`src/rtl/serie_paralelo_rx.sv`:
```
// Receive-side serial-to-parallel stage: rebuilds MSB-first bytes, acquires link
// sync on BC_COUNT consecutive COM bytes, then presents data bytes. Optional macro
// BIT_ALIGN_EN enables COM-based bit-boundary hunting while searching for sync.
module serie_paralelo_rx #(
    parameter logic [7:0] COM_CHAR = 8'hBC,
    parameter int         BC_COUNT = 4
) (
    input  logic       clk_8f,
    input  logic       reset,
    input  logic       data_inS,
    output logic [7:0] data_out,
    output logic       valid_out,
    output logic       byte_stb,
    output logic       active
);

    typedef enum logic {SEARCH, ACTIVE} state_t;

    localparam logic [2:0] COM_LAST = 3'(BC_COUNT - 1);

    state_t     state_q, state_d;
    logic [6:0] shift_q, shift_d;
    logic [2:0] bit_cnt_q, bit_cnt_d;
    logic [2:0] com_cnt_q, com_cnt_d;
    logic [7:0] data_q, data_d;
    logic       valid_q, valid_d;
    logic       stb_q, stb_d;

    logic [7:0] byteW;
    logic       isCom;
    logic       alignHit;
    logic       complete;

    assign byteW = {shift_q, data_inS};
    assign isCom = (byteW == COM_CHAR);

`ifdef BIT_ALIGN_EN
    // While hunting, any COM seen in the sliding window redefines the byte boundary.
    assign alignHit = (state_q == SEARCH) && isCom;
`else
    assign alignHit = 1'b0;
`endif

    assign complete = (bit_cnt_q == 3'd7) || alignHit;

    always_ff @(posedge clk_8f) begin
        if (reset) begin
            state_q   <= SEARCH;
            shift_q   <= '0;
            bit_cnt_q <= '0;
            com_cnt_q <= '0;
            data_q    <= '0;
            valid_q   <= 1'b0;
            stb_q     <= 1'b0;
        end else begin
            state_q   <= state_d;
            shift_q   <= shift_d;
            bit_cnt_q <= bit_cnt_d;
            com_cnt_q <= com_cnt_d;
            data_q    <= data_d;
            valid_q   <= valid_d;
            stb_q     <= stb_d;
        end
    end

    always_comb begin
        state_d   = state_q;
        com_cnt_d = com_cnt_q;
        shift_d   = byteW[6:0];
        bit_cnt_d = alignHit ? 3'd0 : bit_cnt_q + 3'd1;
        // ACTIVE is only ever left through reset, so only SEARCH needs byte handling here.
        if (complete && state_q == SEARCH) begin
            if (!isCom) begin
                com_cnt_d = '0;
            end else if (com_cnt_q == COM_LAST) begin
                com_cnt_d = '0;
                state_d   = ACTIVE;
            end else begin
                com_cnt_d = com_cnt_q + 3'd1;
            end
        end
    end

    always_comb begin
        data_d  = data_q;
        valid_d = valid_q;
        stb_d   = complete;
        active  = (state_q == ACTIVE);
        if (complete) begin
            if (state_q == SEARCH || isCom) begin
                valid_d = 1'b0;
            end else begin
                data_d  = byteW;
                valid_d = 1'b1;
            end
        end
    end

    assign data_out  = data_q;
    assign valid_out = valid_q;
    assign byte_stb  = stb_q;

endmodule

```
`config.mk`:
```
export PLATFORM = sky130hd
export DESIGN_NAME = serie_paralelo_rx
export DESIGN_NICKNAME = d
export VERILOG_FILES = /design/src/rtl/serie_paralelo_rx.sv
export SDC_FILE = /design/constraint.sdc
export NUM_CORES = 1
export LEC_CHECK = 0
export BUFFER_PORTS_ARGS = -buffer_cell sky130_fd_sc_hd__buf_2
export CAP_MARGIN = 5
export CORE_MARGIN = 4
export CORE_UTILIZATION = 46
export DETAILED_ROUTE_END_ITERATION = 7
export PLACE_DENSITY = 0.79
export SETUP_SLACK_MARGIN = 0.02
export SKIP_CTS_REPAIR_TIMING = 1
export SYNTH_ARGS = -nofsm -noshare
export SYNTH_HDL_FRONTEND = slang
export SYNTH_SLANG_ARGS = --single-unit
```
`constraint.sdc`:
```
create_clock -name clk_8f -period 1.74 [get_ports clk_8f]
set_clock_uncertainty 0.15 [all_clocks]
set_input_delay 0 -clock clk_8f [delete_from_list [all_inputs] [get_ports clk_8f]]
set_output_delay 0 -clock clk_8f [all_outputs]
set_load 0.05 [all_outputs]
```
==> metrics.md <==
| Metric | Value |
|---|---|
| Post-synthesis mux area share | `around an eighth` |
| Peak VDD IR | `~0.56 mV` |
| Die H | `about 53 um` |
| Synth Area in Simple Gates | `25.1%` |
| Met1 usage | `between 10% and 20%` |
| Root buffer cell | `clkbuf_4` |
| RSZ-0062 raised after global routing | `no` |
| Synth Area in Adders | `between 4 and 5%` |
| CTS tree | `done` |
| # clock sinks | `24` |
| Maxcap violations | `0` |
| Met3 Use GR | `2.54%` |
| Initial antenna violation count | `0` |
| Unique cell type count in the Yosys netlist | `22` |
| Max-slew headroom | `74.8%` |
| Initial core utilization | `51.0%` |
| Status | `complete, no violations` |
| Main combinational cell family by area after synthesis | `simple AND/OR/NAND/NOR gates` |
| WL/cell | `approximately 12 um` |
| Startpoint types | `register` |
| Critical path capture point type | `register` |
| Peak fanout along the critical path | `5` |
| Sum Neg Setup Slack | `0 ps` |
| Final ANT Viol Nets | `0` |
| Worst Setup Path Type | `reg -> reg` |
| DR iter-0 viols | `5` |
| Core box area | `0.00182 mm^2` |
| Die Wd | `about 53 um` |
| Largest net degree at the start of global routing | `26` |
| CTS buffer count | `3` |
| Final Hold Viols | `0` |
| Total GRT Usage | `13.4%` |
| Global-route wire length before repair | `between 2000 and 3000 um` |
| Max Fclk | `between 600 and 700 MHz` |
| Synth Area in Compound Gates | `4.18%` |
| Die area | `about 0.0028 mm^2` |
| Share of layout cells above drive strength 1 | `29.6%` |
| GRT overflow | `0` |
| DR pass1 iterations | `3` |
| GR peak layer | `met2` |
| Mapped cell area | `around 930 um^2` |
| Filler Cell Count | `160` |
| PwrDens | `about 810 mW/mm^2` |
| Fin util | `59.5%` |
| Hold Crit Class | `reg -> reg` |
| Vias | `between 500 and 600` |
| I/O Pins | `14` |
| GR met2 Demand/Resource | `22.5%` |
| Commonest non-fill, non-tap cell in the layout | `dfxtp_1` |
| Fin nets | `105` |
| IO buf count | `13` |
| Number of cell rows | `15` |
| Worst-path clk slew | `~130 ps` |
| Skew-Pair Late Insertion Delay | `approximately 310 ps` |
| Ys Warns | `0` |
| Slew @ Worst Pin | `around 380 ps` |
| Max Root-Sink Buffers | `2` |
| Register bit count reported by yosys | `24` |
| Vias in the first global route | `622` |
| LEAKAGE | `approximately 0.53 nW` |
| Mean Syn Cell Area | `between 10 and 15 um^2` |
| Fin crit share | `90.6%` |
| Syn Nets | `85` |
| Post-Synth XOR/XNOR Area | `0%` |
| Critical path arrival | `around 1600 ps` |
| H-tree depth | `1` |
| Sequential area share after synthesis | `roughly 52%` |
| Worst EP required | `between 1500 and 2000 ps` |
| Routability cong. | `0.730` |
| Area delta synth->final | `16.7%` |
| Post-Syn Instances | `79` |
| Remaining DRCs | `0` |
| Final Max Slew Viols | `0` |
| Antenna cell count | `0` |
| # setup viols final | `0` |
| Vias per cell | `4.73` |
| Post-Route Hold Slack | `283 ps` |
| Fin crit period | `roughly 1600 ps` |
| HPWL after DPL | `between 1000 and 1500 um` |
| DRT Wirelength | `1510 um` |
| Commonest cells after routing, fill and taps aside | `dfxtp_1 (24), buf_2 (13), nor2b_1 (9), and2b_1 (8), mux2_4 (7)` |
[flip-flops by register name, indices dropped and copies added, names as in the netlist]
signal	count
active	1
shift_q	7
valid_out	1
com_cnt_q	3
data_out	8
byte_stb	1
bit_cnt_q	3
[Yosys cell counts (all sizes together)]
library cell  number  area share (%)
dfxtp             24              52
nor2b              9             6.1
and2b              8             6.5
mux2               7              11
nand2b             5             3.4
ha                 3             4.0
nor2               3             1.2
a21oi              2             1.1
a31oi              2             1.3
and3b              2             1.9
buf                2             1.8
nand2              2            0.81
nor3b              2             1.6
a21o               1            0.81
a32oi              1            0.94
and4b              1             1.2
and4bb             1             1.8
clkbuf             1            0.40
inv                1            0.40
mux2i              1             1.1
nand4              1            0.67
[layer usage]
| metal | up-vias | wire length, um |
|---|---|---|
| li1 | 306 | - |
| met1 | 264 | 758 |
| met2 | 10 | 670 |
| met3 | 2 | 64 |
| met4 | 0 | 14 |
| met5 | - | 0 |
[worst max-delay path, stage by stage, from the launching register on]
cell and delay [ps]:
dfxtp_1 340, ha_1 190, ha_1 190, nand2_1 60, a21o_1 100, buf_4 160
mux2_4 300
[kinds of logic after synthesis]
kind of cell	count (synthesis)
AO/OA/AOI/OAI	6
AND/OR/NAND/NOR	34
flip-flops	24
adder cells (fa/ha/maj)	3
multiplexers	8
buffers and inverters	4
[where the power goes]
part	total [mW]	switching (mW)	internal [mW]
sequential	0.562	0.00330	0.559
combinational	0.0283	0.0135	0.0148
clock	0.290	0.162	0.128
total	0.880	0.179	0.701
[per-stage QoR]
step | setup slack (ps) | power (mW) | std cells | area, um^2
floorplan | 117 | 0.592 | 79 | 928
global placement | 207 | 0.599 | 117 | 1030
detailed placement | 177 | 0.600 | 117 | 1030
CTS | 152 | 0.882 | 121 | 1060
global route | 92.4 | 0.915 | 123 | 1080
finish | 163 | 0.880 | 123 | 1080
[final cells by class]
type                            count  area [um^2]  share of cell area (%)
Clock buffer                        4         36.3                    3.35
Multi-Input combinational cell     51          424                    39.1
Timing Repair Buffer               18          108                    9.93
Sequential cell                    24          480                    44.3
Inverter                            1         3.75                   0.346
Tap cell                           25         31.3                    2.89
[final timing paths]
path,startpoint,end,slack [ps],depth (start not counted)
hold / removal,bit_cnt_q[0]$_SDFF_PP0_,bit_cnt_q[0]$_SDFF_PP0_,280,1
setup / recovery,bit_cnt_q[0]$_SDFF_PP0_,data_out[1]$_SDFFE_PP0P_,160,6
hold reg to reg,bit_cnt_q[0]$_SDFF_PP0_,bit_cnt_q[0]$_SDFF_PP0_,280,1
setup reg to reg,bit_cnt_q[0]$_SDFF_PP0_,data_out[1]$_SDFFE_PP0P_,160,6
No activity file was read; power rests on OpenSTA's default activity.
